[src/rtl/if_fetch_unit.sv]
// Instruction-fetch stage: issues one request at a time to instruction memory,
// buffers the returned word, and hands it to the IF/ID register when decode is
// ready. While a fetch is outstanding it asks the stall controller to freeze the
// PC and IF/ID registers. A flush cancels the fetch, and a response that is
// still in flight is drained and discarded.
module if_fetch_unit #(
  parameter int ADDR_W = 32,
  parameter int INST_W = 32,
  parameter logic [INST_W-1:0] NOP_INST = {INST_W{1'b0}}
) (
  input  logic              clk,
  input  logic              rst,
  input  logic [5:0]        stall,
  input  logic              flush,
  input  logic [ADDR_W-1:0] pc_i,
  input  logic              ce_i,
  output logic              inst_req,
  output logic [ADDR_W-1:0] inst_addr,
  input  logic              inst_addr_ok,
  input  logic              inst_data_ok,
  input  logic [INST_W-1:0] inst_rdata,
  output logic              stallreq_o,
  output logic [ADDR_W-1:0] id_pc,
  output logic [INST_W-1:0] id_inst
);

  typedef enum logic [2:0] {
    S_IDLE    = 3'd0,
    S_REQ     = 3'd1,
    S_RESP    = 3'd2,
    S_DONE    = 3'd3,
    S_DISCARD = 3'd4
  } state_t;

  state_t              state_q, state_d;
  logic                inst_req_q, inst_req_d;
  logic [ADDR_W-1:0]   inst_addr_q, inst_addr_d;
  logic                flush_seen_q, flush_seen_d;
  logic [INST_W-1:0]   buf_inst_q, buf_inst_d;
  logic [ADDR_W-1:0]   buf_pc_q, buf_pc_d;
  logic [ADDR_W-1:0]   id_pc_q, id_pc_d;
  logic [INST_W-1:0]   id_inst_q, id_inst_d;
  logic                stallreq_raw;

  // Only the IF/ID and ID/EX stall bits matter to this stage.
  logic unused_stall;
  assign unused_stall = ^{stall[5:3], stall[0]};

  // Next-state and bus control: one outstanding request, never withdrawn.
  always_comb begin
    state_d      = state_q;
    inst_req_d   = inst_req_q;
    inst_addr_d  = inst_addr_q;
    flush_seen_d = flush_seen_q;
    buf_inst_d   = buf_inst_q;
    buf_pc_d     = buf_pc_q;
    stallreq_raw = 1'b0;
    case (state_q)
      S_IDLE: begin
        stallreq_raw = ce_i;
        if (ce_i && !flush) begin
          inst_addr_d  = pc_i;
          inst_req_d   = 1'b1;
          flush_seen_d = 1'b0;
          state_d      = S_REQ;
        end
      end
      S_REQ: begin
        stallreq_raw = 1'b1;
        // A flush while the request is pending cannot retract it; remember it
        // so the eventual response is dropped.
        flush_seen_d = flush_seen_q | flush;
        if (inst_addr_ok) begin
          inst_req_d = 1'b0;
          state_d    = (flush_seen_q || flush) ? S_DISCARD : S_RESP;
        end
      end
      S_RESP: begin
        stallreq_raw = 1'b1;
        if (flush) begin
          state_d = inst_data_ok ? S_IDLE : S_DISCARD;
        end else if (inst_data_ok) begin
          buf_inst_d = inst_rdata;
          buf_pc_d   = inst_addr_q;
          state_d    = S_DONE;
        end
      end
      S_DISCARD: begin
        stallreq_raw = 1'b1;
        if (inst_data_ok) begin
          state_d = S_IDLE;
        end
      end
      S_DONE: begin
        stallreq_raw = 1'b0;
        if (flush || !stall[1]) begin
          state_d = S_IDLE;
        end
      end
      default: begin
        state_d    = S_IDLE;
        inst_req_d = 1'b0;
      end
    endcase
  end

  // IF/ID register next value: flush, then bubble, then hold, then load.
  always_comb begin
    id_pc_d   = id_pc_q;
    id_inst_d = id_inst_q;
    if (flush) begin
      id_pc_d   = '0;
      id_inst_d = NOP_INST;
    end else if (stall[1] && !stall[2]) begin
      id_pc_d   = '0;
      id_inst_d = NOP_INST;
    end else if (stall[1] && stall[2]) begin
      id_pc_d   = id_pc_q;
      id_inst_d = id_inst_q;
    end else if (state_q == S_DONE) begin
      id_pc_d   = buf_pc_q;
      id_inst_d = buf_inst_q;
    end else begin
      id_pc_d   = '0;
      id_inst_d = NOP_INST;
    end
  end

  // Fetch FSM, bus request and response buffer.
  always_ff @(posedge clk) begin
    if (rst) begin
      state_q      <= S_IDLE;
      inst_req_q   <= 1'b0;
      inst_addr_q  <= '0;
      flush_seen_q <= 1'b0;
      buf_inst_q   <= NOP_INST;
      buf_pc_q     <= '0;
    end else begin
      state_q      <= state_d;
      inst_req_q   <= inst_req_d;
      inst_addr_q  <= inst_addr_d;
      flush_seen_q <= flush_seen_d;
      buf_inst_q   <= buf_inst_d;
      buf_pc_q     <= buf_pc_d;
    end
  end

  // IF/ID pipeline register.
  always_ff @(posedge clk) begin
    if (rst) begin
      id_pc_q   <= '0;
      id_inst_q <= NOP_INST;
    end else begin
      id_pc_q   <= id_pc_d;
      id_inst_q <= id_inst_d;
    end
  end

  assign stallreq_o = rst ? 1'b0 : stallreq_raw;
  assign inst_req   = inst_req_q;
  assign inst_addr  = inst_addr_q;
  assign id_pc      = id_pc_q;
  assign id_inst    = id_inst_q;

endmodule

[config.mk]
export PLATFORM = sky130hd
export DESIGN_NAME = if_fetch_unit
export DESIGN_NICKNAME = d
export VERILOG_FILES = /design/src/rtl/if_fetch_unit.sv
export SDC_FILE = /design/constraint.sdc
export NUM_CORES = 1
export LEC_CHECK = 0
export CAP_MARGIN = 20
export CORE_UTILIZATION = 40
export CTS_CLUSTER_SIZE = 40
export DETAILED_ROUTE_END_ITERATION = 12
export DONT_BUFFER_PORTS = 1
export PLACE_DENSITY = 0.58
export SKIP_LAST_GASP = 1
export SLEW_MARGIN = 20
export SYNTH_ARGS = -nofsm -noshare
export SYNTH_HDL_FRONTEND = slang
export SYNTH_SLANG_ARGS = --single-unit
[constraint.sdc]
create_clock -name clk -period 1.4 [get_ports clk]
set_clock_uncertainty 0.2 [all_clocks]
set_input_delay 0.28 -clock clk [delete_from_list [all_inputs] [get_ports clk]]
set_output_delay 0.28 -clock clk [all_outputs]
set_load 0.05 [all_outputs]
* Word level (Yosys, flattened, before mapping) *
Cells that the tools add are included.

storage, ports and cells
  bits in registers = 165

cells by class
  equal/unequal tests = 9
  muxes and demuxes = 18
  bitwise logic cells = 3
  reductions and logical operators = 18

operator list
  operator              count
  $mux W32              2
  $mux W3               8
  $pmux W3 S5           1
  $reduce_or A3 Y1      3
  $ne A2 B2 Y1 const B  4
  $eq A3 B2 Y1 const B  2
  $reduce_and A3 Y1     2
  $reduce_and A5 Y1     1
  $mux W1               4
  $pmux W1 S2           2
  $reduce_and A2 Y1     2
  $eq A3 B1 Y1 const B  1
  $eq A3 B3 Y1 const B  1
  $logic_and A1 B1 Y1   3
  $logic_not A1 Y1      3
  $logic_not A3 Y1      1
  $ne A3 B3 Y1 const B  1
  $pmux W1 S3           1
  $logic_or A1 B1 Y1    2
  $not A1 Y1            2
  $reduce_bool A2 Y1    1
  $or A1 B1 Y1          1

* Logic depth before layout (Yosys ltp) *
  depth after elaboration = 4
  gate-level depth with buffers = 6
  depth with buffers taken out = 4

* Least setup slack after synthesis *
Ideal clock, no wire load.

  path kind = flip-flop to output port
  from = register state_q[0]
  to = output port stallreq_o
  arrival time = 2.285 ns
  required time = 0.920 ns
  setup slack = -1.365 ns
  cell stages (with the launch flop) = 4
  path buffers = 1
  path through = dfxtp_1 buf_2 o21a_1 nor4b_1

between the ends
  cells in the longest elaborated chain, start to end = 4
  elaborated cells on any way between the ends = 7

ends and longest elaborated chain
  element                                     RTL line  source
  start: declaration                          35        state_t state_q, state_d;
  start signal: assignment                    139       state_q <= state_d;
  $eq A3 B3 Y1, or another cell as far along  58        case (state_q)
  $reduce_or A3 Y1 (no line)                  -
  $pmux W1 S2 (*)                             58
  $mux W1 (*)                                 159       assign stallreq_o = rst ? 1'b0 : stallreq_raw;
  end: declaration                            22        output logic stallreq_o,

Every way passes the cells marked *; elsewhere a longest branch is shown, timed or not.

* Worst setup path after layout *
  from = register state_q[1]
  to = output port stallreq_o

Same word-level chain as after synthesis.

==> flow_metrics.env <==
export IMPL_cts_buffer_depth=2
export IMPL_p_per_area_nw_per_um2=1030
export IMPL_crit_type="register to output port"
export IMPL_synth_simple_area_share=0.202
export IMPL_start_util=0.413
export IMPL_synth_area_mux_share=0.00346
export IMPL_mappedNetlistArea_um2=5780
export IMPL_avgSynthCellArea_um2=8.45
export IMPL_start_kind="register"
export IMPL_hpwlAfterDp_um=9000
export IMPL_io_buffer_count=0
export IMPL_yosys_area_share_adder=0
export IMPL_boundaryPins=174
export IMPL_cpMaxStageDelayCell="dfxtp_4"
export IMPL_hp_class="input pin to register"
export IMPL_cpPeakStageDelay_ns=0.36
export IMPL_path_max_fanout=4
export IMPL_wl_per_cell_um=24.0
export IMPL_slew_headroom=0.379
export IMPL_timing_fmax_mhz=513
export IMPL_power_leakage_nw=4.68
export IMPL_synth_top_family_by_area="simple AND/OR/NAND/NOR gates"
export IMPL_synthArstFlopShare=0
export IMPL_crit_arrival_ns=1.47
export IMPL_synth_compound_area_frac=0.180
export IMPL_num_vias=6014
export IMPL_drt_pass1_iterations=4
export IMPL_violations="hold timing, setup timing"
export IMPL_setup_ws_ns=-0.551
export IMPL_nets=950
export IMPL_grt_remaining_overflow=0
export IMPL_htreeDepth=4
export IMPL_antenna_found_initial=0
export IMPL_clk_pin_slew_ns=0.07
export IMPL_syn_to_final_growth_pct=101
export IMPL_die_h_um=122
export IMPL_yosys_warnings=0
export IMPL_setup_worst_path_end_class="output port"
export IMPL_ys_flop_type="dfxtp_1"
export IMPL_placed_area_um2=6800
export IMPL_synth_seq_cells=165
export IMPL_routed_wl_um=25600
export IMPL_die_area_um2=14900
export IMPL_path_cells="o21a_4, nor4b_4, buf_12"
export IMPL_synthXorXnorAreaFrac=0
export IMPL_drive_gt1_frac=0.735
export IMPL_synth_area_top_cells="dfxtp_1 (57%), nand2_1 (13%), a21oi_1 (8.7%)"
export IMPL_syn_inst=684
export IMPL_outcome="finished with violations"
export IMPL_grt_first_pass_wirelength_um=30500
export IMPL_whs_ns=-0.292
export IMPL_grt_max_degree=105
export IMPL_synth_edff_count=0
export IMPL_grt_pass1_vias=5575
export IMPL_synth_top_area_share=0.572
export IMPL_core_area_um2=14000
export IMPL_drtIter0Drc=420
export IMPL_cts_tree="built"
export IMPL_synth_distinct_cells=30
export IMPL_period_minus_slack_ns=1.95
export IMPL_grt_setup_unrepaired="yes"
export IMPL_place_congestion=0.751
export IMPL_clock_latency_ns=0.44
export IMPL_final_area_um2=11600
export IMPL_yosysSeqAreaShare=0.572
export IMPL_yosys_area_top_type="dfxtp_1"
export IMPL_synth_fp_nets=760
export IMPL_worstMarginPinSlew_ns=0.931
export IMPL_drc_errors=0
export IMPL_die_width_um=122
export IMPL_period_share=1.39
export IMPL_worstPathRequired_ns=0.92
export IMPL_finalSetupViolations=234
export IMPL_maxSlewViolCount=0
export IMPL_hold_violations=101
export IMPL_clkSinkCount=165
export IMPL_peakVddDrop_mv=0.982
export IMPL_cts_root_buf="clkbuf_16"
export IMPL_antenna_cells=0
export IMPL_fillCellCount=691
export IMPL_rows=43
export IMPL_antenna_left=0
export IMPL_cap_violations=0
export IMPL_vias_per_cell=5.64
export IMPL_gr_usage_all_layers=0.278
export IMPL_numCtsBuffers=17
final timing paths:
path                                                  start                          end  cells past startpoint  slack (ns)
worst max-delay path                state_q[1]$_SDFFE_PP0P_                   stallreq_o                      3       -0.55
worst min-delay path                                    rst    inst_addr[9]$_SDFFE_PP0P_                      1       -0.29
worst min register to register  buf_inst_q[29]$_SDFFE_PP0P_  buf_inst_q[29]$_SDFFE_PP0P_                      2        0.27
worst max register to register      state_q[0]$_SDFFE_PP0P_   inst_addr[21]$_SDFFE_PP0P_                     11       -0.50
critical path: cells and delay by family (launching register included):
family / cells / cell delay [ns]
buffers and inverters: 1 / 0.18
flip-flops: 1 / 0.36
AO/OA/AOI/OAI: 1 / 0.22
AND/OR/NAND/NOR: 1 / 0.28
cells in the mapped netlist, drive strengths merged, types with 2 or more instances:
cell,n
and3b,2
dfxtp,165
nor2b,4
buf,27
a22oi,66
clkbuf,26
a21oi,100
nand2b,5
nand2,197
mux2i,2
o21ai,4
nor2,70
nor3,2
nand3b,2
layout by cell type (no fill, tap or decap), types with 20 or more instances in the layout:
| cell type | instances |
|---|---|
| dfxtp_2 | 80 |
| buf_12 | 50 |
| a22oi_2 | 62 |
| buf_6 | 27 |
| buf_8 | 72 |
| nand2_4 | 114 |
| dfxtp_1 | 65 |
| a21oi_2 | 93 |
| nor2_1 | 68 |
| clkbuf_16 | 22 |
| nand2_1 | 69 |
| dfxtp_4 | 20 |
| buf_4 | 53 |
state kept, by name, summed over array words and instances, names as in the netlist:
register	cells
buf_inst_q	32
buf_pc_q	32
id_inst	32
id_pc	32
inst_addr	32
state_q	3
flush_seen_q	1
inst_req	1
where the power goes:
part	switching, mW	total (mW)	leakage, nW	internal (mW)
Combinational	1.02	1.91	2.97	0.894
Sequential	0.102	4.89	1.39	4.78
Clock	1.93	5.22	0.320	3.29
timing repair:
item / CTS / global route
gates cloned: 28 / 6
endpoints found under the setup margin: 262 / 263
resized for setup: 264 / 564
pin swaps: 150 / 171
hold endpoints to repair: 101 / 101
buffers inserted: 41 / 47
per-stage QoR:
step	worst slack [ns]	util	cells	setup TNS (ns)	power, mW
finish	-0.551	0.830	1066	-55.73	12.0
global placement	-0.190	0.486	930	-18.56	5.88
CTS	-0.555	0.678	1029	-65.13	11.5
global route	-0.598	0.830	1066	-64.69	12.3
floorplan	-0.382	-	684	-9.13	5.62
detailed placement	-0.251	0.486	930	-23.76	5.90
area by class of cell:
cell class	instances	area (um2)	area share
clock inverter	9	174	0.0150
clock buffer	22	474	0.0408
multi-input combinational	465	3880	0.334
tap	180	225	0.0194
timing repair buffer	224	3380	0.291
inverter	1	3.75	0.000323
sequential	165	3480	0.299
cell families after synthesis:
family	count (synthesis)
compound gates	173
buf+inv	54
simple gates	290
mux	2
flops	165
layer usage:
layer,share of wire,vias to the layer above,track usage
met5,0,-,0
li1,-,2693,-
met3,0.063,71,0.0796
met1,0.36,3001,0.313
met4,0.042,0,0.127
met2,0.53,249,0.481
(Power assumes the default switching activity.)
